[config.mk]
export PLATFORM = sky130hd
export DESIGN_NAME = ej32_fetch_flat
export DESIGN_NICKNAME = d
export VERILOG_FILES = /design/src/rtl/ej32_fetch_if.sv /design/src/rtl/ej32_fetch.sv /design/src/flat_wrapper.sv
export SDC_FILE = /design/constraint.sdc
export NUM_CORES = 1
export LEC_CHECK = 0
export ABC_AREA = 0
export CAP_MARGIN = 5
export CORE_ASPECT_RATIO = 0.6
export CORE_UTILIZATION = 56
export DETAILED_ROUTE_END_ITERATION = 6
export MAX_ROUTING_LAYER = met4
export PLACE_DENSITY = 0.84
export SLEW_MARGIN = 5
export SYNTH_ARGS = -nofsm -noshare
export SYNTH_HDL_FRONTEND = slang
export SYNTH_SLANG_ARGS = --single-unit
[constraint.sdc]
create_clock -name clk -period 2.8 [get_ports clk]
set_input_delay 0.84 -clock clk [delete_from_list [all_inputs] [get_ports clk]]
set_output_delay 0.84 -clock clk [all_outputs]
set_load 0.02 [all_outputs]
[src/rtl/ej32_fetch_if.sv]
// Fetch-unit bundle: redirect input, byte-read memory bus and prefetch-queue
// head toward the decoder. "master" is the fetch unit, "slave" the surrounding
// core (branch unit, memory and decoder together).
interface ej32_fetch_if #(
  parameter int ASZ = 17,
  parameter int CSZ = 3
);
  logic [ASZ-1:0] br_p_i;
  logic           br_psel_i;
  logic [ASZ-1:0] mem_a_o;
  logic           mem_req_o;
  logic [7:0]     mem_d_i;
  logic [7:0]     q_d_o;
  logic [ASZ-1:0] q_p_o;
  logic           q_vld_o;
  logic           q_pop_i;
  logic [CSZ-1:0] cnt_o;

  modport master (
    input  br_p_i, br_psel_i, mem_d_i, q_pop_i,
    output mem_a_o, mem_req_o, q_d_o, q_p_o, q_vld_o, cnt_o
  );

  modport slave (
    output br_p_i, br_psel_i, mem_d_i, q_pop_i,
    input  mem_a_o, mem_req_o, q_d_o, q_p_o, q_vld_o, cnt_o
  );
endinterface

[src/rtl/ej32_fetch.sv]
// eJ32 instruction-byte fetch unit. Owns the fetch pointer, issues one byte
// read per cycle against a fixed 1-cycle memory, and buffers {byte, addr}
// pairs in a small circular prefetch queue drained by the decoder. A redirect
// strobe flushes everything and restarts fetch at the branch target.
module ej32_fetch #(
  parameter int ASZ   = 17,
  parameter int DEPTH = 4,
  parameter int CSZ   = 3
) (
  input  logic         clk,
  input  logic         rst,
  ej32_fetch_if.master bus
);

  localparam int PW = $clog2(DEPTH);
  localparam int CW = CSZ + 1;

  logic [ASZ-1:0] fa;        // next address to fetch
  logic [ASZ-1:0] req_a;     // address of the request whose data arrives now
  logic           inflight;  // a request was issued last cycle
  logic [PW-1:0]  rd_ptr;
  logic [PW-1:0]  wr_ptr;
  logic [CSZ-1:0] cnt;

  logic [7:0]     d_mem [DEPTH];
  logic [ASZ-1:0] p_mem [DEPTH];

  logic [7:0]     hold_d;    // last head byte shown, kept while empty
  logic [ASZ-1:0] hold_p;

  logic           redirect;
  logic           issue;
  logic           push;
  logic           pop;
  logic           vld;
  logic [CW-1:0]  credit;
  logic [7:0]     head_d;
  logic [ASZ-1:0] head_p;

  // Issue/push/pop decisions and head selection for this cycle.
  // NOTE: every signal here is assigned on every path, so no latch can form.
  always_comb begin
    redirect = bus.br_psel_i;
    credit   = CW'(cnt) + CW'(inflight);
    // A redirect suppresses issue; the credit rule keeps the queue from overflowing.
    issue    = !rst && !redirect && (credit < CW'(DEPTH));
    // Data landing in the redirect cycle belongs to the old stream and is dropped.
    push     = inflight && !redirect;
    pop      = bus.q_pop_i && (cnt != '0) && !redirect;
    vld      = (cnt != '0);
    head_d   = vld ? d_mem[rd_ptr] : hold_d;
    head_p   = vld ? p_mem[rd_ptr] : hold_p;
  end

  assign bus.mem_req_o = issue;
  assign bus.mem_a_o   = fa;
  assign bus.q_vld_o   = vld;
  assign bus.q_d_o     = head_d;
  assign bus.q_p_o     = head_p;
  assign bus.cnt_o     = cnt;

  // Fetch pointer, request tracking, queue pointers and occupancy.
  // NOTE: state registers use non-blocking assignments so every block sees
  // the same pre-edge values regardless of evaluation order.
  always_ff @(posedge clk or posedge rst) begin
    if (rst) begin
      fa       <= '0;
      req_a    <= '0;
      inflight <= 1'b0;
      rd_ptr   <= '0;
      wr_ptr   <= '0;
      cnt      <= '0;
    end else if (redirect) begin
      fa       <= bus.br_p_i;
      inflight <= 1'b0;
      rd_ptr   <= '0;
      wr_ptr   <= '0;
      cnt      <= '0;
    end else begin
      inflight <= issue;
      if (issue) begin
        fa    <= fa + ASZ'(1);
        req_a <= fa;
      end
      if (push) wr_ptr <= wr_ptr + PW'(1);
      if (pop)  rd_ptr <= rd_ptr + PW'(1);
      case ({push, pop})
        2'b10:   cnt <= cnt + CSZ'(1);
        2'b01:   cnt <= cnt - CSZ'(1);
        default: cnt <= cnt;
      endcase
    end
  end

  // Queue storage: write the returning byte and its address at the tail.
  // NOTE: storage is not reset; an entry is only read while cnt says it holds
  // a pushed value, and the empty-queue outputs come from the hold registers.
  always_ff @(posedge clk) begin
    if (push) begin
      d_mem[wr_ptr] <= bus.mem_d_i;
      p_mem[wr_ptr] <= req_a;
    end
  end

  // Remember the displayed head so the outputs stay put while the queue is empty.
  always_ff @(posedge clk or posedge rst) begin
    if (rst) begin
      hold_d <= '0;
      hold_p <= '0;
    end else begin
      hold_d <= head_d;
      hold_p <= head_p;
    end
  end

endmodule

[src/flat_wrapper.sv]
// flat-port wrapper written by rule: the top's interface ports become plain ports
module ej32_fetch_flat 
#(
  parameter int ASZ   = 17,
  parameter int DEPTH = 4,
  parameter int CSZ   = 3
)
  (clk, rst, bus_br_p_i, bus_br_psel_i, bus_mem_d_i, bus_q_pop_i, bus_mem_a_o, bus_mem_req_o, bus_q_d_o, bus_q_p_o, bus_q_vld_o, bus_cnt_o);
  ej32_fetch_if #(.ASZ(ASZ), .CSZ(CSZ)) bus_i ();
  input  logic clk;
  input  logic rst;
  input wire logic [$bits(bus_i.br_p_i)-1:0] bus_br_p_i;
  input wire logic [$bits(bus_i.br_psel_i)-1:0] bus_br_psel_i;
  input wire logic [$bits(bus_i.mem_d_i)-1:0] bus_mem_d_i;
  input wire logic [$bits(bus_i.q_pop_i)-1:0] bus_q_pop_i;
  output wire logic [$bits(bus_i.mem_a_o)-1:0] bus_mem_a_o;
  output wire logic [$bits(bus_i.mem_req_o)-1:0] bus_mem_req_o;
  output wire logic [$bits(bus_i.q_d_o)-1:0] bus_q_d_o;
  output wire logic [$bits(bus_i.q_p_o)-1:0] bus_q_p_o;
  output wire logic [$bits(bus_i.q_vld_o)-1:0] bus_q_vld_o;
  output wire logic [$bits(bus_i.cnt_o)-1:0] bus_cnt_o;
  assign bus_i.br_p_i = bus_br_p_i;
  assign bus_i.br_psel_i = bus_br_psel_i;
  assign bus_i.mem_d_i = bus_mem_d_i;
  assign bus_i.q_pop_i = bus_q_pop_i;
  assign bus_mem_a_o = bus_i.mem_a_o;
  assign bus_mem_req_o = bus_i.mem_req_o;
  assign bus_q_d_o = bus_i.q_d_o;
  assign bus_q_p_o = bus_i.q_p_o;
  assign bus_q_vld_o = bus_i.q_vld_o;
  assign bus_cnt_o = bus_i.cnt_o;
  ej32_fetch #(.ASZ(ASZ), .DEPTH(DEPTH), .CSZ(CSZ)) u_core (.clk(clk), .rst(rst), .bus(bus_i));
endmodule
==> results of run 1 <==
cell families after synthesis:
family          count (synthesis)
flops                         167
mux                            71
compound gates                 26
simple gates                   68
fa+ha+maj                       6
xor+xnor                       14
buf+inv                        23
cells in the mapped netlist (3+ instances only):
| cell | number |
|---|---|
| nand2_1 | 19 |
| or4_1 | 6 |
| nand4_1 | 5 |
| and4_1 | 3 |
| xor2_1 | 8 |
| dfrtp_1 | 67 |
| o31ai_1 | 5 |
| clkbuf_1 | 10 |
| xnor2_1 | 6 |
| buf_2 | 4 |
| o21ai_0 | 11 |
| ha_1 | 5 |
| edfxtp_1 | 100 |
| and2_1 | 4 |
| mux4_2 | 25 |
| nand3_1 | 8 |
| mux2i_1 | 4 |
| a31oi_1 | 5 |
| inv_1 | 6 |
| nor3_1 | 3 |
| mux2_2 | 42 |
| nor2_1 | 12 |
final cells by class:
type	count	share of cell area, %
clock buffer	18	5.01
clock inverter	14	1.56
inverter	6	0.263
multi-input combinational	185	22.0
sequential	167	54.6
tap	160	2.34
timing repair buffer	115	14.2
flip-flops by register name, indices dropped and copies added, names as in the netlist:
register,count
u_core.bus.cnt_o,3
u_core.inflight,1
u_core.d_mem,32
u_core.rd_ptr,2
u_core.bus.mem_a_o,17
u_core.hold_p,17
u_core.hold_d,8
u_core.req_a,17
u_core.p_mem,68
u_core.wr_ptr,2
report_power, final:
| part | switching (mW) | internal [mW] | leakage (nW) |
|---|---|---|---|
| clock | 0.902 | 1.30 | 0.275 |
| combinational | 1.70 | 2.10 | 1.25 |
| sequential | 0.345 | 3.18 | 1.71 |
| total | 2.94 | 6.58 | 3.23 |
path summary, 6_finish.rpt:
check / start / endpoint / slack, ns / cells past startpoint
worst max-delay path: u_core.rd_ptr[0] / bus_q_p_o[5] / -0.11 / 5
worst min-delay path: u_core.hold_p[3] / u_core.hold_p[3] / 0.50 / 1
worst max register to register: u_core.bus.cnt_o[0] / u_core.bus.cnt_o[2] / 0.67 / 8
worst min register to register: u_core.hold_p[3] / u_core.hold_p[3] / 0.50 / 1
max in group asynchronous: rst / u_core.rd_ptr[0] / 1.51 / 4
min in group asynchronous: rst / u_core.bus.mem_a_o[1] / 0.97 / 4
metal layers:
| layer | GRT usage (%) | up-vias | part of all wire, % |
|---|---|---|---|
| met5 | - | - | 0 |
| li1 | - | 1680 | - |
| met3 | 7.54 | 6 | 6.9 |
| met1 | 36.4 | 1859 | 45 |
| met4 | 7.43 | 0 | 0.55 |
| met2 | 39.4 | 151 | 48 |
layout by cell type (no fill, tap or decap), types with 11 or more instances in the layout:
| master | count |
|---|---|
| clkdlybuf4s50_1 | 48 |
| buf_6 | 23 |
| mux2_2 | 20 |
| mux2_4 | 22 |
| dfrtp_1 | 66 |
| nor2_1 | 12 |
| clkbuf_16 | 17 |
| edfxtp_1 | 100 |
| nand2_1 | 19 |
| mux4_2 | 25 |
| buf_4 | 27 |
| o21ai_0 | 11 |
critical path, cell delays in order, from the launching register on:
cell,delay [ns]
dfrtp_2,0.40
buf_6,0.15
buf_12,0.14
mux4_2,0.54
mux2_4,0.29
buf_6,0.13
metrics by stage:
stage | utilization [%] | setup TNS (ns) | power [mW] | cells
2_1_floorplan | - | 0 | 5.27 | 375
6_report | 75.4 | -1.21 | 9.52 | 665
3_3_place_gp | 68.3 | -0.280 | 6.59 | 620
5_1_grt | 75.4 | -2.79 | 9.97 | 665
3_5_place_dp | 68.3 | -0.306 | 6.73 | 620
4_1_cts | 75.2 | -1.70 | 9.49 | 662
repair_timing:
item,in CTS,in global routing
pin swaps,0,0
cloned,1,0
endpoints found under the setup margin,27,26
buffers inserted,9,3
gates resized for setup,170,6
==> results.cfg, run 1 <==
[synth]
netlist_area_um2 = 6590
yosysWarnings = 0
synth_xor_area_share_pct = 1.86
synth.top_cell.area_share_pct = 45.6
netlist-cell-type-count = 35
synthesis.nets = 410
synth_area_per_cell_um2 = 17.6
synth-edff-count = 100
synth_area_leaders = edfxtp_1 (46%), dfrtp_1 (25%), mux4_2 (8.6%), mux2_2 (7.2%), nand2_1 (1.1%)
yosys.area_share.adder_pct = 1.25
ys_seq_elements = 167
ys_seq_area_share_pct = 71.1
synth_top_area_cell = edfxtp_1
synthArstFlopShare_pct = 40.1
synth_compound_area_share_pct = 2.57
yosys_most_used_dff = edfxtp_1
synth_top_family_by_area = multiplexers
synthCells = 375
synthSimpleGateAreaFrac_pct = 5.30
synthMuxAreaShare_pct = 16.3

[worst_hold_path]
hold_path.class = flip-flop to flip-flop

[global_route]
antenna_found_initial = 0
grt_overflow_total = 0
grt_max_degree = 68
grt_pass1_vias = 3936
grt_pass1_wl_um = 22100
grt_use_total_pct = 26.6

[floorplan]
dieArea_um2 = 12200
start_util_pct = 57.9
die_w_um = 142
ios = 76
coreArea_um2 = 11400
rows = 30
die_h_um = 86.0

[drt]
num_vias = 3696
drt_first_iter_violations = 174
ant_nets = 0
avgRoutedWirePerCell_um = 20.8
detail_route.wirelength_um = 13800
drc = 0
dr.pass1.iters = 5
routed_via_density = 5.56

[worst_setup_path]
endpoint_kind = output port
crit_arrival_ns = 2.07
required_ns = 1.96
path_class = flip-flop to output port
cp-start-kind = flip-flop
cp_max_fo = 8

[final_layout]
num-nets-final = 527
regArea_um2 = 4680
fillers = 667
stdcell_area_um2 = 8570
drive_above_1_share_pct = 33.5
area_growth_pct = 30.2
diodes = 0
multiInputGateArea_um2 = 1890

[placed_design]
routabilityCongestion = 0.838
dp_slack_ns = -0.298
place_area_um2 = 7770
dp_hpwl_um = 8460
port_buffers = 75

[clock_tree]
clockBufferDepth = 2
cts.sinks = 167
hold_buffers = 0
htree_levels = 4
clk_pin_slew_ns = 0.06
root_buffer = clkbuf_16
cts_tree = done
clock_latency_ns = 0.42
cts_buffers = 17

[power]
power_density_nw_per_um2 = 1110
ir_worst_vdd_v = 0.000605
p_leak_nw = 3.23

[sta]
worst_slack_ns = -0.110
max_slew_margin_pct = 74.0
post-route-period-util_pct = 104
skew_ns = 0.00637
worst_pin_slew_ns = 0.390
final-max-slew-violation-count = 0
hold_viol = 0
fin_hold_ws_ns = 0.499
fin_crit_ns = 2.91
fmax_mhz = 344
grt_setup_unrepaired = true
setup-violations-final = 22

[outcome]
status = finished, violations left
violations = negative setup slack

[flow_run]
cap_violations = 0
No activity file was read; power rests on OpenSTA's default activity.
==> run 2, diff against run 1 <==
- ABC_AREA: 0 -> 1
- PLACE_DENSITY: 0.84 -> 0.83
==> results.cfg, run 2 <==
[worst_setup_path]
r2r_start = u_core.bus.cnt_o[0]
critPathMaxStageDelay_ns = 0.46
crit_family = buffers and inverters
crit_chain = buf_6 -> nor2_1 -> o21ai_0 -> a31oi_2 -> clkdlybuf4s15_2
cp-start-kind = flip-flop
cp_slowest_cell = dfrtp_2
endpoint_kind = output port
rr_endpoint = u_core.bus.mem_a_o[9]
required_ns = 1.96
crit_cells = 5
crit_arrival_ns = 1.91
cp_max_fo = 19
path_class = flip-flop to output port
reg2regPathDepth = 5
crit_buf_inv = 2
ff2ff_setup_slack_ns = 0.91

[global_route]
antenna_found_initial = 0
grt_max_degree = 68
grt_pass1_wl_um = 25900
grt_overflow_total = 0
grt_pass1_vias = 5070
grt_use_total_pct = 28.1

[synth]
synthArstFlopShare_pct = 40.1
synth_area_per_cell_um2 = 10.8
netlist-cell-type-count = 33
ys_seq_area_share_pct = 68.0
synth-edff-count = 100
ys_seq_elements = 167
synthesis.nets = 672
synth.top_cell.area_share_pct = 43.6
synthCells = 637
netlist_area_um2 = 6890
synth_common_cells = nor2_1 (161), edfxtp_1 (100), nand2_1 (81), dfrtp_1 (67), o21ai_0 (58)
synth_area_leaders = edfxtp_1 (44%), dfrtp_1 (24%), nor2_1 (8.8%), nand2_1 (4.4%), o21ai_0 (4.2%)
synth_top_area_cell = edfxtp_1
yosysWarnings = 0
yosys_most_used_dff = edfxtp_1
synth_most_common_cell = nor2_1

[sta]
skew_ns = 0.0142
hold_viol = 0
setup-violations-final = 0
post-route-period-util_pct = 98.1
fin_crit_ns = 2.75
max_slew_margin_pct = 45.0
final-max-slew-violation-count = 0
fmax_mhz = 364
worst_pin_slew_ns = 0.825

[drt]
routed_via_density = 5.73
avgRoutedWirePerCell_um = 18.2
ant_nets = 0
num_vias = 5184
detail_route.wirelength_um = 16500
dr.pass1.iters = 5
drc = 0
drt_first_iter_violations = 472

[floorplan]
die_h_um = 87.9
rows = 30
ios = 76
dieArea_um2 = 12800
die_w_um = 145
start_util_pct = 59.2
coreArea_um2 = 11600

[final_layout]
top_regs = u_core.p_mem (68), u_core.d_mem (32)
multiInputGateArea_um2 = 2000
instances_no_fill = 904
layout_common_cells = nor2_1 (156), edfxtp_1 (100), nand2_1 (81)
max_flop_register = u_core.p_mem
utilization_pct = 74.0
largest_reg_flops = 68
layout_commonest_cell = nor2_1
drive_above_1_share_pct = 14.4
area_growth_pct = 25.1
regArea_um2 = 4680
fillers = 716
num-nets-final = 766
diodes = 0

[power]
clockPowerShare_pct = 33.5
switching_power_mw = 2.00
power_density_nw_per_um2 = 801
p_total_mw = 6.90
intPower_mw = 4.90
netSwitchingFraction_pct = 29.0
ir_worst_vdd_v = 0.000575
power_frac_seq_pct = 45.1
p_leak_nw = 3.40
p_comb_share_pct = 21.4

[clock_tree]
htree_levels = 4
root_buffer = clkbuf_16
clk_pin_slew_ns = 0.06
clockBufferDepth = 2
hold_buffers = 0
cts.sinks = 167
clock_latency_ns = 0.42
cts_tree = done
cts_buffers = 17

[placed_design]
port_buffers = 75
routabilityCongestion = 0.912
dp.cells = 867
dp_hpwl_um = 9890

[outcome]
status = finished clean

[worst_hold_path]
min_from = u_core.req_a[2]
holdPathEnd = u_core.p_mem[0][2]
hold_path_depth = 0
hold_path.class = flip-flop to flip-flop

[flow_run]
cap_violations = 0
## run 2: area by class of cell
class | count | share of cell area, %
Inverter | 32 | 1.42
Clock buffer | 26 | 6.17
Clock inverter | 6 | 0.668
Tap cell | 160 | 2.32
Sequential cell | 167 | 54.3
Timing Repair Buffer | 104 | 11.9
Multi-Input combinational cell | 409 | 23.2
## run 2: metal layers
layer  vias up  GRT usage, %  wire length [um]
met3        23          5.57              1180
met2       259          45.4              8060
met4         0          10.2               219
met1      2545          36.0              7040
met5         -             -                 0
li1       2357             -                 -
## run 2: how the worst max path moves through the flow
stage	startpoint	end	slack (ns)
after floorplan	bus_br_psel_i	u_core.d_mem[0][0]	0.23
after global placement	bus_br_psel_i	bus_mem_req_o	-0.32
after detailed placement	bus_br_psel_i	bus_mem_req_o	-0.37
after CTS	u_core.rd_ptr[0]	bus_q_p_o[7]	-0.01
after global routing	u_core.bus.cnt_o[0]	bus_q_d_o[6]	-0.002
final	u_core.rd_ptr[1]	bus_q_p_o[7]	0.05
## run 2: cell families after synthesis
logic type | share of synthesized area, %
buffers and inverters | 4.07
AO/OA/AOI/OAI | 9.25
AND/OR/NAND/NOR | 16.9
flip-flops | 68.0
XOR/XNOR | 0.636
adder cells (fa/ha/maj) | 1.20
## run 2: worst register-to-register path: cells and delay by family (launching register included)
family	cells	cell delay, ns
DFF	1	0.35
buffers and inverters	1	0.15
AOI/OAI and AO/OA	2	0.99
and+or+nand+nor	2	0.32
## run 2: stage by stage
step                      hold WS, ns  cell area, um^2  TNS [ns]  worst slack [ns]
after floorplan                 0.476             6890         0             0.230
after detailed placement        0.507             7990    -0.460            -0.373
after global placement          0.497             7990    -0.318            -0.318
final                           0.531             8620         0            0.0526
after global routing            0.543             8620  -0.00370          -0.00231
after CTS                       0.521             8640   -0.0210           -0.0117
## run 2: power groups by stage
stage               sequential, mW  clock [mW]  combinational [mW]
floorplan                     3.13           0               0.779
global placement              3.12           0                1.48
detailed placement            3.14           0                1.52
CTS                           3.10        2.32                1.49
global route                  3.14        2.43                1.59
finish                        3.11        2.31                1.48
## run 2: timing repair
action	in CTS	in global routing
setup buffers	3	2
resized for setup	73	43
setup endpoints to repair	26	26
pin swaps	6	8
==> run 3, diff against run 2 <==
--- a/constraint.sdc
+++ b/constraint.sdc
@@ -3,2 +3,2 @@
 set_output_delay 0.84 -clock clk [all_outputs]
-set_load 0.02 [all_outputs]
+set_load 0.01 [all_outputs]
==> results.cfg, run 3 (same netlist as run 2, synthesis figures left out) <==
[final_layout]
largest_reg_flops = 68
top_regs = u_core.p_mem (68), u_core.d_mem (32)
drive_above_1_share_pct = 15.9
max_flop_register = u_core.p_mem
layout_commonest_cell = nor2_1
area_growth_pct = 26.1
num-nets-final = 772
diodes = 0
stdcell_area_um2 = 8680
layout_common_cells = nor2_1 (156), edfxtp_1 (100), nand2_1 (81)
instances_no_fill = 910

[sta]
skew_ns = 0.0101
worst_slack_ns = -0.0394
fin_setup_tns_ns = -0.0448
fmax_mhz = 352
max_slew_margin_pct = 44.7
fin_crit_ns = 2.84
worst_pin_slew_ns = 0.829
post-route-period-util_pct = 101
fin_hold_ws_ns = 0.534
grt_setup_unrepaired = true
setup-violations-final = 2
hold_viol = 0
final-max-slew-violation-count = 0

[power]
p_leak_nw = 3.45
power_density_nw_per_um2 = 794
ir_worst_vdd_v = 0.000525

[floorplan]
coreArea_um2 = 11600
die_w_um = 145
rows = 30
die_h_um = 87.9
start_util_pct = 59.2
ios = 76
dieArea_um2 = 12800

[global_route]
busiest_layer = met2
grt_overflow_total = 0
antenna_found_initial = 0
grt_use_total_pct = 29.2
grt_use_met1_pct = 38.9
grt_pass1_vias = 5232
met3_usage_pct = 5.57
use_met2_pct = 46.0
grt_pass1_wl_um = 26900
grt_max_degree = 40

[placed_design]
dp.cells = 864
routabilityCongestion = 0.915
place_area_um2 = 7950
port_buffers = 75
dp_hpwl_um = 10000

[worst_setup_path]
path_class = flip-flop to output port
endpoint_kind = output port
ff2ff_setup_slack_ns = 0.87
required_ns = 1.96
reg2regPathDepth = 7
r2r_start = u_core.bus.cnt_o[1]
crit_arrival_ns = 2.00
cp_max_fo = 26
rr_endpoint = u_core.bus.mem_a_o[1]
cp-start-kind = flip-flop

[worst_hold_path]
hold_path.class = flip-flop to flip-flop
holdPathEnd = u_core.p_mem[1][6]
min_from = u_core.req_a[6]
hold_path_depth = 0

[clock_tree]
cts_buffers = 17
clockBufferDepth = 2
root_buffer = clkbuf_16
htree_levels = 4
cts.sinks = 167
cts_tree = done
clk_pin_slew_ns = 0.06
hold_buffers = 0
clock_latency_ns = 0.42

[drt]
num_vias = 5279
drt_first_iter_violations = 643
drc = 0
avgRoutedWirePerCell_um = 19.3
routed_via_density = 5.80
detail_route.wirelength_um = 17500
dr.pass1.iters = 5
ant_nets = 0

[outcome]
status = finished, violations left
violations = negative setup slack

[flow_run]
cap_violations = 0
run 3: layout make-up:
class | instances | area, um^2
clock buffers | 21 | 472
multi-input cells | 409 | 2000
repair buffers | 110 | 1060
fillers | 731 | 2950
well taps | 160 | 200
flip-flops and latches | 167 | 4680
clock inverters | 11 | 145
inverters | 32 | 125
run 3: how the worst max path moves through the flow:
stage                     startpoint            endpoint  depth (start not counted)
floorplan              bus_br_psel_i  u_core.d_mem[0][0]                          3
global placement       bus_br_psel_i       bus_mem_req_o                          5
detailed placement     bus_br_psel_i       bus_mem_req_o                          5
CTS                 u_core.rd_ptr[0]       bus_q_p_o[16]                          7
global route        u_core.rd_ptr[0]        bus_q_d_o[5]                          7
finish              u_core.rd_ptr[0]        bus_q_p_o[2]                          6
run 3: repair_timing:
item                                    4_1_cts  5_1_grt
endpoints found under the setup margin       26       26
resized for setup                            42       57
buffers inserted                              3        9
cloned                                        2        1
pin swaps                                     7       20
endpoints found under the hold margin         0        0
run 3: stage by stage:
step	util, %	setup WS (ns)	power [mW]
after floorplan	-	0.230	3.74
final	74.6	-0.0394	6.89
after detailed placement	68.3	-0.288	4.47
after CTS	74.6	0.00843	6.81
after global routing	74.6	-0.0860	7.15
after global placement	68.3	-0.249	4.40
run 3: critical path: stages (launching register included):
cell	delay [ns]
dfrtp_2	0.46
buf_12	0.20
nor2_1	0.07
nor2_1	0.13
o21ai_0	0.16
a31oi_2	0.28
clkdlybuf4s15_1	0.29
run 3: where the power goes:
group	leakage (nW)	switching [mW]	internal [mW]	total [mW]
clock	0.306	0.950	1.48	2.43
sequential	1.70	0.172	2.93	3.10
combinational	1.44	0.774	0.585	1.36
total	3.45	1.90	5.00	6.89
run 3: routing by layer:
metal | vias up | share of wire (%)
met5 | - | 0
met4 | 0 | 1.2
met3 | 33 | 8.2
met2 | 277 | 49
met1 | 2588 | 42
li1 | 2381 | -
